[src/rtl/blinds_position_ctrl.sv]
// ---------------------------------------------------------------------------
// Module   : blinds_position_ctrl
// Brief    : Button-driven roller-blind positioner producing a 2-bit mux
//            select code, stepping the motor one quarter at a time.
// Revision : 1.0
// ---------------------------------------------------------------------------
`default_nettype none

module blinds_position_ctrl #(
    parameter int STEP_CYCLES = 8,
    parameter int CNT_W       = 8
) (
    input  logic clk,
    input  logic rst_n,
    input  logic btn_up,
    input  logic btn_down,
    input  logic close_all,
    output logic pos_a,
    output logic pos_b,
    output logic motor_up,
    output logic motor_down,
    output logic busy
);

    localparam logic [CNT_W-1:0] c_STEP_LAST = CNT_W'(STEP_CYCLES - 1);
    localparam logic [1:0]       c_POS_MAX   = 2'd3;
    localparam logic [1:0]       c_POS_MIN   = 2'd0;

    typedef enum logic [1:0] {
        ST_IDLE = 2'd0,
        ST_UP   = 2'd1,
        ST_DOWN = 2'd2
    } state_t;

    state_t           r_state;
    logic [1:0]       r_pos;
    logic [1:0]       r_target;
    logic [CNT_W-1:0] r_cnt;
    logic             r_btn_up_q;
    logic             r_btn_down_q;

    logic             w_up_press;
    logic             w_down_press;
    logic [1:0]       w_target_next;
    logic             w_step_done;
    logic [1:0]       w_pos_stepped;
    state_t           w_after_step;

    assign w_up_press   = btn_up   & ~r_btn_up_q;
    assign w_down_press = btn_down & ~r_btn_down_q;

    always_comb begin
        w_target_next = r_target;
        if (close_all) begin
            w_target_next = c_POS_MIN;
        end else if (w_up_press && w_down_press) begin
            w_target_next = r_target;
        end else if (w_up_press) begin
            if (r_target != c_POS_MAX) begin
                w_target_next = r_target + 2'd1;
            end
        end else if (w_down_press) begin
            if (r_target != c_POS_MIN) begin
                w_target_next = r_target - 2'd1;
            end
        end
    end

    assign w_step_done = (r_cnt == c_STEP_LAST);

    // A move is only ever started when the target lies beyond pos, so the
    // stepped value cannot wrap outside 0..3.
    always_comb begin
        w_pos_stepped = r_pos;
        if (r_state == ST_UP) begin
            w_pos_stepped = r_pos + 2'd1;
        end else if (r_state == ST_DOWN) begin
            w_pos_stepped = r_pos - 2'd1;
        end
    end

    // Direction chosen at the end of a step compares against the new pos.
    always_comb begin
        w_after_step = ST_IDLE;
        if (r_target > w_pos_stepped) begin
            w_after_step = ST_UP;
        end else if (r_target < w_pos_stepped) begin
            w_after_step = ST_DOWN;
        end
    end

    always_ff @(posedge clk or negedge rst_n) begin
        if (!rst_n) begin
            r_state      <= ST_IDLE;
            r_pos        <= 2'd0;
            r_target     <= 2'd0;
            r_cnt        <= '0;
            r_btn_up_q   <= 1'b0;
            r_btn_down_q <= 1'b0;
        end else begin
            r_btn_up_q   <= btn_up;
            r_btn_down_q <= btn_down;
            r_target     <= w_target_next;

            case (r_state)
                ST_IDLE: begin
                    r_cnt <= '0;
                    if (r_target > r_pos) begin
                        r_state <= ST_UP;
                    end else if (r_target < r_pos) begin
                        r_state <= ST_DOWN;
                    end
                end
                ST_UP, ST_DOWN: begin
                    if (w_step_done) begin
                        r_pos   <= w_pos_stepped;
                        r_cnt   <= '0;
                        r_state <= w_after_step;
                    end else begin
                        r_cnt <= r_cnt + CNT_W'(1);
                    end
                end
                default: begin
                    r_state <= ST_IDLE;
                    r_cnt   <= '0;
                end
            endcase
        end
    end

    assign motor_up   = (r_state == ST_UP);
    assign motor_down = (r_state == ST_DOWN);
    assign busy       = motor_up | motor_down;
    assign pos_a      = r_pos[1];
    assign pos_b      = r_pos[0];

endmodule

`default_nettype wire

[config.mk]
export PLATFORM = sky130hd
export DESIGN_NAME = blinds_position_ctrl
export DESIGN_NICKNAME = d
export VERILOG_FILES = /design/src/rtl/blinds_position_ctrl.sv
export SDC_FILE = /design/constraint.sdc
export NUM_CORES = 1
export LEC_CHECK = 0
export BUFFER_PORTS_ARGS = -buffer_cell sky130_fd_sc_hd__clkbuf_2
export CORE_UTILIZATION = 45
export DETAILED_ROUTE_END_ITERATION = 16
export GPL_TIMING_DRIVEN = 0
export PLACE_DENSITY = 0.64
export SLEW_MARGIN = 20
export SYNTH_ARGS = -nofsm -noshare
export SYNTH_HDL_FRONTEND = slang
export SYNTH_SLANG_ARGS = --single-unit
[constraint.sdc]
create_clock -name clk -period 2.79 [get_ports clk]
set_input_delay 0.279 -clock clk [delete_from_list [all_inputs] [get_ports clk]]
set_output_delay 0.279 -clock clk [all_outputs]
set_load 0.05 [all_outputs]
==> metrics.md, run 1 <==
| Metric | Value |
|---|---|
| Req. time, crit path | `a little over 3000 ps` |
| Seq pwr share | `0.339` |
| FF-to-FF Start | `r_state[1]` |
| First-pass GRT wire length | `between 2000 and 3000 microns` |
| Post-DP HPWL | `1300 microns` |
| Post-synthesis sequential area ratio | `0.422` |
| Die area | `2300 sq um` |
| Gate power share | `0.482` |
| Starting density of the core | `0.483` |
| Clock Latency Late Sink | `290 ps` |
| Port bufs | `9` |
| Fmax | `roughly 440 MHz` |
| Fin Hold WS | `between 100 and 150 ps` |
| Post-Syn Area | `between 900 and 1000 sq um` |
| Worst-Margin Slew | `402 ps` |
| Largest net degree at the start of global routing | `17` |
| Netlist cell types | `26` |
| Die W | `47.9 microns` |
| Hold path start | `btn_down` |
| ANT nets after route | `0` |
| Placed cell count | `131` |
| Non-Filler Instances | `between 100 and 150` |
| Syn Nets | `110` |
| Slew Limit Fails | `0` |
| End-of-flow core utilization | `0.547` |
| Drt via density | `roughly 5.2` |
| Clk slew on worst S/H paths | `100 ps` |
| Type of the worst min-delay path | `input pin to flop` |
| Slew headroom | `0.732` |
| IO Pins | `10` |
| Post_cts resized | `0` |
| Net count, final | `between 100 and 150` |
| Share of cells above drive strength 1 | `0.174` |
| Post-DP Area | `1030 sq um` |
| Root buf cell | `clkbuf_4` |
| Post-Synthesis Cells | `95` |
| Pleak | `roughly 0.52 nW` |
| RSZ-0062 raised after global routing | `no` |
| Crit Path Class | `flop to flop` |
| Crit path capture type | `flop` |
| Arrival time worst endpoint | `2510 ps` |
| Initial DRC count | `11` |
| Final Setup Violations | `0` |
| Final min period | `2280 ps` |
| Row count | `16` |
| Detailed Routing Iterations Pass 1 | `5` |
| Final hold violation count | `0` |
| Pwr Density | `slightly above 800 nW/um^2` |
| Register bit total from synthesis | `16` |
| DR vias | `about 700` |
| Max-cap violations | `0` |
| WL/cell | `12.3 microns` |
| Clock power share | `0.179` |
| Sequence of cells on the critical path | `inv_1 -> ha_1 -> nor3b_1 -> a21oi_1 -> xnor2_1 -> ha_1 -> nor2b_1 -> o211ai_1 -> a2111o_1 -> nand2_1` |
| Psw | `389 uW` |
| Worst VDD drop | `0.000380 V` |
| GRT overflow | `0` |
| Clock sink total | `16` |
| # fillers | `193` |
| Tot GR Track Use | `0.168` |
| Fin crit share | `0.817` |
| Area growth syn-to-layout | `13.2%` |
| Sw Share | `0.444` |
| Vias in the first global route | `615` |
| CTS Buffer Depth | `2` |
| Final Cell Area | `1070 sq um` |
| Gp weighted congestion | `between 0.8 and 0.9` |
| CP max stage cell | `dfrtp_1` |
| Ys Warns | `0` |
| Setup Skew | `4.48 ps` |
| Worst setup path startpoint | `r_state[1]` |
| Die height | `47.9 microns` |
| Setup TNS | `0 ps` |
| H-tree depth | `1` |
| Pint | `486 uW` |
| Outcome | `finished clean` |
| # diodes | `0` |
| WL final | `1670 microns` |
| Antenna violations before repair | `0` |
| Cell mode on critical path | `ha_1` |
| CTS Buf Count | `3` |
| CP max stage delay | `430 ps` |
| CTS tree | `done` |
| Core area | `1960 sq um` |
| CP startpoint kind | `flop` |
| CP Max Fanout | `5` |
| Mean Syn Cell Area | `9.98 sq um` |
| DRC viols | `0` |
[critical path, delay by kind of cell, from the launching register on]
kind | cells | cell delay, ps
adders and majority gates | 2 | 520
and+or+nand+nor | 3 | 420
buffers and inverters | 1 | 80
DFF | 1 | 430
AOI/OAI and AO/OA | 3 | 630
xor gates and xnor gates | 1 | 160
[synth_stat cells]
cell type | n | area share
a2111o_1 | 1 | 0.012
a21boi_2 | 1 | 0.012
a21oi_1 | 4 | 0.021
a22oi_1 | 1 | 0.0079
and2_1 | 1 | 0.0066
and2_2 | 2 | 0.016
and3_1 | 2 | 0.013
and3_2 | 1 | 0.0079
and4bb_4 | 1 | 0.017
dfrtp_1 | 16 | 0.42
ha_1 | 10 | 0.13
inv_1 | 5 | 0.020
nand2_1 | 8 | 0.032
nand2b_1 | 1 | 0.0066
nand3_1 | 4 | 0.021
nand4_1 | 1 | 0.0066
nor2_1 | 11 | 0.044
nor2b_1 | 3 | 0.020
nor3_4 | 1 | 0.017
nor3b_1 | 1 | 0.0079
o211ai_1 | 3 | 0.024
o21ai_0 | 5 | 0.026
o41ai_1 | 1 | 0.0092
or2_0 | 1 | 0.0066
xnor2_1 | 4 | 0.037
xor2_1 | 6 | 0.055
[state kept, by name (all words and copies together), names as in the netlist]
signal,count
r_cnt,8
r_pos,2
r_state,2
r_target,2
r_btn_down_q,1
r_btn_up_q,1
[placed cells by master (no fill, tap or decap), types with 2 or more instances in the layout]
| master | count |
|---|---|
| a21oi_1 | 4 |
| and2_2 | 2 |
| and3_1 | 2 |
| clkbuf_2 | 9 |
| clkbuf_4 | 3 |
| dfrtp_1 | 16 |
| ha_1 | 10 |
| inv_1 | 5 |
| nand2_1 | 8 |
| nand3_1 | 4 |
| nor2_1 | 11 |
| nor2b_1 | 3 |
| o211ai_1 | 3 |
| o21ai_0 | 5 |
| xnor2_1 | 4 |
| xor2_1 | 6 |
[stage by stage]
stage / setup WS, ps / total power, mW
3_5_place_dp: 541 / 0.723
2_1_floorplan: 386 / 0.630
3_3_place_gp: 577 / 0.709
4_1_cts: 497 / 0.885
5_1_grt: 312 / 0.941
6_report: 509 / 0.875
[per-layer routing]
| layer | routed length (microns) | share of wire | GRT usage |
|---|---|---|---|
| met1 | 834 | 0.50 | 0.231 |
| met2 | 772 | 0.46 | 0.268 |
| met3 | 44 | 0.026 | 0.0226 |
| met4 | 19 | 0.011 | 0.0667 |
| met5 | 0 | 0 | 0 |
[worst paths after layout]
kind	endpoint	slack [ps]	cells past startpoint
hold / removal	r_btn_down_q	110	1
hold reg to reg	r_cnt[0]	500	1
setup reg to reg	r_state[0]	510	10
setup / recovery	r_state[0]	510	10
min in group asynchronous	r_state[0]	440	2
max in group asynchronous	r_cnt[6]	2070	2
[area by class of cell]
cell class                 instances  area [sq um]  share of cell area
multi-input combinational         74           529               0.493
sequential                        16           400               0.373
timing repair buffer              10          55.1              0.0513
clock buffer                       4          36.3              0.0338
tap                               27          33.8              0.0315
inverter                           5          18.8              0.0175
[power groups by stage]
| stage | Sequential (mW) | Clock [mW] | Combinational, mW |
|---|---|---|---|
| finish | 0.297 | 0.157 | 0.421 |
| global route | 0.301 | 0.169 | 0.471 |
| CTS | 0.298 | 0.163 | 0.424 |
| detailed placement | 0.303 | 0 | 0.421 |
| global placement | 0.301 | 0 | 0.409 |
| floorplan | 0.304 | 0 | 0.326 |
[timing repair]
action	4_1_cts	5_1_grt
buffers inserted	0	0
endpoints found under the setup margin	0	0
hold buffers	1	0
endpoints found under the hold margin	16	0
[logic make-up (layout without fill, tap and decap cells)]
kind of cell | Yosys count | count (layout) | share of synthesized area
buf+inv | 5 | 19 | 0.0198
fa+ha+maj | 10 | 10 | 0.132
compound gates | 16 | 16 | 0.112
flops | 16 | 16 | 0.422
simple gates | 38 | 38 | 0.222
xor+xnor | 10 | 10 | 0.0923
(Power assumes the default switching activity.)
==> inputs of run 2 (changes only) <==
ABC_AREA = 1   (was not set)
PLACE_DENSITY = 0.66   (was 0.64)
clock period = 1.8 ns   (was 2.79 ns; I/O delays follow)
==> run 2 against run 1 <==
The run now ends with negative setup slack left. Synthesized area increased by 4.6%. Sequential power increased by 60%. Via count increased by 18%. Hold slack got worse by 88 ps. Worst setup slack got worse by 520 ps. Global-route usage increased by 0.15 points. Die area increased by 4.4%. Critical path depth unchanged. Cell count increased by 31%. Core utilization increased by 4.3 points. Cell area increased by 11%. Combinational power increased by 120%. Critical path type unchanged.
==> metrics.md, run 2 <==
| Metric | Value |
|---|---|
| Outcome | `finished, violations left (was finished clean)` |
| Violated checks | `negative setup slack` |
| CTS Buffer Depth | `2 (unchanged)` |
| Post-Syn Area | `992 sq um (was 948 sq um)` |
| Clock sink total | `16 (unchanged)` |
| Post-synth top area cell | `dfrtp_1 (unchanged)` |
| Largest net degree at the start of global routing | `17 (unchanged)` |
| Reg2reg setup slack | `-8 ps (was 510 ps)` |
| IO Pins | `10 (unchanged)` |
| Detailed Routing Iterations Pass 1 | `4 (was 5)` |
| Ys Warns | `0 (unchanged)` |
| CTS Buf Count | `3 (unchanged)` |
| Crit path capture type | `flop (unchanged)` |
| Slew Limit Fails | `0 (unchanged)` |
| Antenna violations before repair | `0 (unchanged)` |
| End-of-flow core utilization | `0.590 (was 0.547)` |
| Area growth syn-to-layout | `20.3% (was 13.2%)` |
| Die area | `2400 sq um (was 2300 sq um)` |
| RSZ-0062 raised after global routing | `yes (was no)` |
| Primary FF master, synth | `dfrtp_1 (unchanged)` |
| Post-Synthesis Cells | `131 (was 95)` |
| WL/cell | `9.71 microns (was 12.3 microns)` |
| Crit Path Class | `flop to flop (unchanged)` |
| Arrival time worst endpoint | `2020 ps (was 2510 ps)` |
| Commonest non-fill, non-tap cell in the layout | `nand2_1 (was dfrtp_1)` |
| Routed wl met3 | `55 microns (was 44 microns)` |
| M1 WL | `853 microns (was 834 microns)` |
| Req. time, crit path | `2010 ps (was 3020 ps)` |
| Share of cells above drive strength 1 | `0.219 (was 0.174)` |
| DRC viols | `0 (unchanged)` |
| Setup ws final | `-7.72 ps (was 509 ps)` |
| Max-cap violations | `0 (unchanged)` |
| Top routing layer in use | `met4 (unchanged)` |
| Gp weighted congestion | `0.782 (was 0.811)` |
| CTS tree | `done (unchanged)` |
| Worst-Margin Slew | `402 ps (about the same)` |
| Final hold violation count | `0 (unchanged)` |
| Fmax | `553 MHz (was 438 MHz)` |
| Tot GR Track Use | `0.170 (was 0.168)` |
| Syn Nets | `146 (was 110)` |
| Die height | `49.0 microns (was 47.9 microns)` |
| Drt via density | `4.71 (was 5.24)` |
| Worst VDD drop | `0.000968 V (was 0.000380 V)` |
| Setup TNS | `-7.72 ps (was 0 ps)` |
| Most frequent cells in the layout | `nand2_1 (33), inv_1 (21), dfrtp_1 (14) (was dfrtp_1 (16), nor2_1 (11), ha_1 (10))` |
| Largest Register | `r_cnt (unchanged)` |
| Pwr Density | `1340 nW/um^2 (was 815 nW/um^2)` |
| Register bit total from synthesis | `16 (unchanged)` |
| CP Max Fanout | `3 (was 5)` |
| First-pass GRT wire length | `3090 microns (was 2630 microns)` |
| # diodes | `0 (unchanged)` |
| Slew headroom | `0.732 (about the same)` |
| Clk slew on worst S/H paths | `100 ps (about the same)` |
| Core area | `2020 sq um (was 1960 sq um)` |
| Post-synthesis sequential area ratio | `0.404 (was 0.422)` |
| Pleak | `0.627 nW (was 0.521 nW)` |
| Worst setup path startpoint | `r_state[1] (unchanged)` |
| Count leader, synth | `nand2_1 (was dfrtp_1)` |
| Ranking of synthesized cells by area | `dfrtp_1 (40%), nand2_1 (13%), ha_1 (13%), inv_1 (9.1%), nand3_1 (4.5%) (was dfrtp_1 (42%), ha_1 (13%), xor2_1 (5.5%), nor2_1 (4.4%), xnor2_1 (3.7%))` |
| Clock Latency Late Sink | `290 ps (about the same)` |
| FF-to-FF Start | `r_state[1] (unchanged)` |
| Mean Syn Cell Area | `7.57 sq um (was 9.98 sq um)` |
| Fin crit share | `1.00 (was 0.817)` |
| Synth top area share | `0.404 (was 0.422)` |
| Vias in the first global route | `774 (was 615)` |
| Post-DP HPWL | `1300 microns (about the same)` |
| Initial DRC count | `11 (unchanged)` |
| Port bufs | `9 (unchanged)` |
| H-tree depth | `1 (unchanged)` |
| Max FFs per register | `8 (unchanged)` |
| Final min period | `1810 ps (was 2280 ps)` |
| WL final | `1730 microns (was 1670 microns)` |
| WL met2 | `791 microns (was 772 microns)` |
| Die W | `49.0 microns (was 47.9 microns)` |
| GRT overflow | `0 (unchanged)` |
| Netlist cell types | `19 (was 26)` |
| Most frequent cells after synthesis | `nand2_1 (35), inv_1 (24), dfrtp_1 (16) (was dfrtp_1 (16), nor2_1 (11), ha_1 (10))` |
| EDFF count, synth | `0 (unchanged)` |
| Root buf cell | `clkbuf_4 (unchanged)` |
| FF-to-FF End | `r_state[0] (unchanged)` |
| Row count | `16 (unchanged)` |
| Async S/R FF share, synth | `1.00 (unchanged)` |
| ANT nets after route | `0 (unchanged)` |
| Worst reg2reg path depth | `10 (unchanged)` |
| Type of the worst min-delay path | `input pin to flop (unchanged)` |
| Final Setup Violations | `1 (was 0)` |
| Starting density of the core | `0.491 (was 0.483)` |
| Net count, final | `167 (was 125)` |
| Worst Setup EP | `r_state[0] (unchanged)` |
| DR vias | `838 (was 712)` |
| Design Power | `1.60 mW (was 875 uW)` |
| CP startpoint kind | `flop (unchanged)` |
| Fin Hold WS | `17.8 ps (was 106 ps)` |
| Setup Skew | `13.6 ps (was 4.48 ps)` |
-- run 2: metal layers --
metal,up-vias,track usage
li1,450,-
met1,371,0.196
met2,13,0.285
met3,4,0.0561
met4,0,0.0735
met5,-,0
-- run 2: per-stage QoR --
step | worst slack, ps | area (sq um) | std cells
after floorplan | 21.8 | 1010 | 131
final | -7.72 | 1190 | 178
after global placement | -27.0 | 1080 | 167
after global routing | -132 | 1190 | 178
after CTS | 10.3 | 1150 | 175
after detailed placement | -56.1 | 1080 | 167
-- run 2: cell type report --
type	instances	area [sq um]
sequential	16	403
multi-input combinational	91	538
fill	176	828
clock buffer	4	26.3
tap	27	33.8
timing repair buffer	16	103
inverter	24	90.1
-- run 2: report_power, final --
part	leakage, nW	internal (mW)	switching [mW]
registers	0.209	0.420	0.0563
logic	0.403	0.341	0.582
clock network	0.0150	0.0862	0.112
-- run 2: worst min path at each step --
stage                        start            to  slack [ps]  cells past startpoint
after global placement       rst_n      r_pos[1]         130                      1
after detailed placement     rst_n      r_pos[1]         130                      1
after CTS                 btn_down  r_btn_down_q           1                      1
after global routing        btn_up    r_btn_up_q           8                      1
after floorplan              rst_n  r_btn_down_q        -120                      0
final                       btn_up    r_btn_up_q          20                      1
-- run 2: cell families (layout without fill, tap and decap cells) --
kind of cell             Yosys count  count (layout)  synth area share
adder cells (fa/ha/maj)           10              10             0.126
buffers and inverters             24              44            0.0908
AND/OR/NAND/NOR                   63              63             0.274
AO/OA/AOI/OAI                     16              16            0.0883
flip-flops                        16              16             0.404
XOR/XNOR                           2               2            0.0177
-- run 2: critical path, cell delays in order, from the launching register on --
cell	delay (ps)
dfrtp_1	410
buf_4	140
ha_2	170
xor2_1	140
o21a_1	190
ha_1	270
a21oi_1	130
nand2_1	60
nand2_1	70
nand2_1	60
o21ai_2	100
-- run 2: timing repair --
action | 4_1_cts | 5_1_grt
setup buffers | 3 | 2
pin swaps | 1 | 5
setup endpoints to repair | 2 | 3
endpoints found under the hold margin | 16 | 1
resized for setup | 3 | 5
hold buffers | 1 | 1
==> inputs of run 3 (changes only) <==
CORE_UTILIZATION = 50   (was 45)
PLACE_DENSITY = 0.72   (was 0.66)
==> run 3 against run 2 <==
The run still ends with negative setup slack left. Via count increased by 2.7%. Register-to-register slack is essentially flat. Flip-flop and latch count unchanged. Power up 4.6%. Hold slack barely moved. Sequential power rose by 1%. Non-clock buffer count is the same. Sequential share of layout area down 0.18 points. First-iteration DRC count shrank 9.1%. Die area decreased by 9.6%.
==> metrics.md, run 3 (synthesis gave the netlist of run 2 again) <==
| Metric | Value |
|---|---|
| CTS tree | `done (unchanged)` |
| Design Power | `1.67 mW (was 1.60 mW)` |
| Clock Latency Late Sink | `290 ps (about the same)` |
| Slew headroom | `0.730 (was 0.732)` |
| Gp weighted congestion | `0.811 (was 0.782)` |
| Pleak | `0.631 nW (was 0.627 nW)` |
| Worst VDD drop | `0.00109 V (was 0.000968 V)` |
| Drt via density | `4.89 (was 4.71)` |
| Delay-heaviest family, CP | `adder cells (unchanged)` |
| DRC viols | `0 (unchanged)` |
| Cell mode on critical path | `nand2_1 (unchanged)` |
| ANT nets after route | `0 (unchanged)` |
| WL/cell | `10.8 microns (was 9.71 microns)` |
| Final hold violation count | `0 (unchanged)` |
| Place WS | `-60.1 ps (was -56.1 ps)` |
| CP startpoint kind | `flop (unchanged)` |
| Sequence of cells on the critical path | `inv_2 -> ha_2 -> xor2_1 -> o21a_1 -> ha_1 -> a21oi_1 -> nand2_1 -> nand2_1 -> nand2_1 -> o21ai_1 (was buf_4 -> ha_2 -> xor2_1 -> o21a_1 -> ha_1 -> a21oi_1 -> nand2_1 -> nand2_1 -> nand2_1 -> o21ai_2)` |
| Max FFs per register | `8 (unchanged)` |
| Setup ws final | `-0.646 ps (was -7.72 ps)` |
| Req. time, crit path | `2020 ps (was 2010 ps)` |
| WL final | `1910 microns (was 1730 microns)` |
| CP max stage cell | `dfrtp_2 (was dfrtp_1)` |
| Clk slew on worst S/H paths | `100 ps (about the same)` |
| Arrival time worst endpoint | `2020 ps (about the same)` |
| Net count, final | `167 (unchanged)` |
| Largest net degree at the start of global routing | `17 (unchanged)` |
| Die area | `2170 sq um (was 2400 sq um)` |
| Slew Limit Fails | `0 (unchanged)` |
| Row count | `15 (was 16)` |
| Initial DRC count | `10 (was 11)` |
| Fin crit share | `1.00 (about the same)` |
| RSZ-0062 raised after global routing | `yes (unchanged)` |
| Violated checks | `negative setup slack (unchanged)` |
| Crit path buf inv count | `1 (unchanged)` |
| Worst-Margin Slew | `406 ps (was 402 ps)` |
| Crit Path Class | `flop to flop (unchanged)` |
| Share of cells above drive strength 1 | `0.219 (unchanged)` |
| Setup Skew | `3.25 ps (was 13.6 ps)` |
| Detailed Routing Iterations Pass 1 | `4 (unchanged)` |
| # diodes | `0 (unchanged)` |
| IO Pins | `10 (unchanged)` |
| GRT overflow | `0 (unchanged)` |
| Final Setup Violations | `1 (unchanged)` |
| Final min period | `1800 ps (was 1810 ps)` |
| Die W | `46.5 microns (was 49.0 microns)` |
| CTS Buf Count | `3 (unchanged)` |
| Outcome | `finished, violations left (unchanged)` |
| Tot GR Track Use | `0.201 (was 0.170)` |
| Fmax | `555 MHz (was 553 MHz)` |
| Vias in the first global route | `745 (was 774)` |
| DR vias | `861 (was 838)` |
| Core area | `1800 sq um (was 2020 sq um)` |
| CTS Buffer Depth | `2 (unchanged)` |
| Crit path capture type | `flop (unchanged)` |
| Die height | `46.5 microns (was 49.0 microns)` |
| Placed cell count | `165 (was 167)` |
| Root buf cell | `clkbuf_4 (unchanged)` |
| Non-Filler Instances | `176 (was 178)` |
| CP max stage delay | `420 ps (was 410 ps)` |
| Pwr Density | `1390 nW/um^2 (was 1340 nW/um^2)` |
| Port bufs | `9 (unchanged)` |
| First-pass GRT wire length | `3020 microns (was 3090 microns)` |
| Antenna violations before repair | `0 (unchanged)` |
| Largest Register | `r_cnt (unchanged)` |
| Area growth syn-to-layout | `20.9% (was 20.3%)` |
| Starting density of the core | `0.551 (was 0.491)` |
| Commonest non-fill, non-tap cell in the layout | `nand2_1 (unchanged)` |
| Post-DP HPWL | `1360 microns (was 1300 microns)` |
| H-tree depth | `1 (unchanged)` |
| Clock sink total | `16 (unchanged)` |
| Type of the worst min-delay path | `input pin to flop (unchanged)` |
| CP Max Fanout | `3 (unchanged)` |
| Most frequent cells in the layout | `nand2_1 (33), inv_1 (21), dfrtp_1 (14) (unchanged)` |
| Max-cap violations | `0 (unchanged)` |
## run 3: cell types whose count changed in the layout (fill, tap and decap cells not counted), sizes merged
| cell | before | now |
|---|---|---|
| buf | 5 | 6 |
| clkbuf | 13 | 12 |
## run 3: final timing paths
path	from	to	slack, ps	cells after the start
worst max-delay path	r_state[0]	r_state[0]	-0.6	10
worst min-delay path	btn_up	r_btn_up_q	20	1
worst max register to register	r_state[0]	r_state[0]	-0.6	10
worst min register to register	r_cnt[0]	r_cnt[0]	480	1
max in group asynchronous	rst_n	r_state[0]	1150	2
min in group asynchronous	rst_n	r_pos[1]	340	2
## run 3: stage by stage
stage | area, sq um | TNS [ps] | util | hold slack (ps)
detailed placement | 1080 | -96.8 | 0.601 | 125
floorplan | 1010 | 0 | - | -116
CTS | 1170 | -5.89 | 0.649 | 6.49
global route | 1200 | -187 | 0.666 | 8.65
global placement | 1080 | -30.3 | 0.601 | 126
finish | 1200 | -0.646 | 0.666 | 18.0
## run 3: metal layers
layer  up-vias  track usage  part of all wire
met5         -            0                 0
met4         0       0.0529            0.0063
met3         2       0.0471             0.022
met2         8        0.367              0.53
met1       400        0.230              0.44
li1        451            -                 -
## run 3: power by group
group	internal [mW]	switching [mW]	total [mW]	leakage, nW
Clock	0.123	0.124	0.247	0.0210
Sequential	0.419	0.0612	0.481	0.209
Combinational	0.347	0.597	0.944	0.401
## run 3: repair_timing
action,CTS,global route
buffers inserted,5,0
hold buffers,1,1
setup endpoints to repair,2,4
resized for setup,2,8
pin swaps,2,2
endpoints found under the hold margin,16,1
## run 3: area by class of cell
type / count / area, sq um
clock buffer: 4 / 36.3
multi-input combinational: 91 / 534
timing repair buffer: 16 / 105
sequential: 16 / 403
tap: 25 / 31.3
inverter: 24 / 90.1
fill: 163 / 602
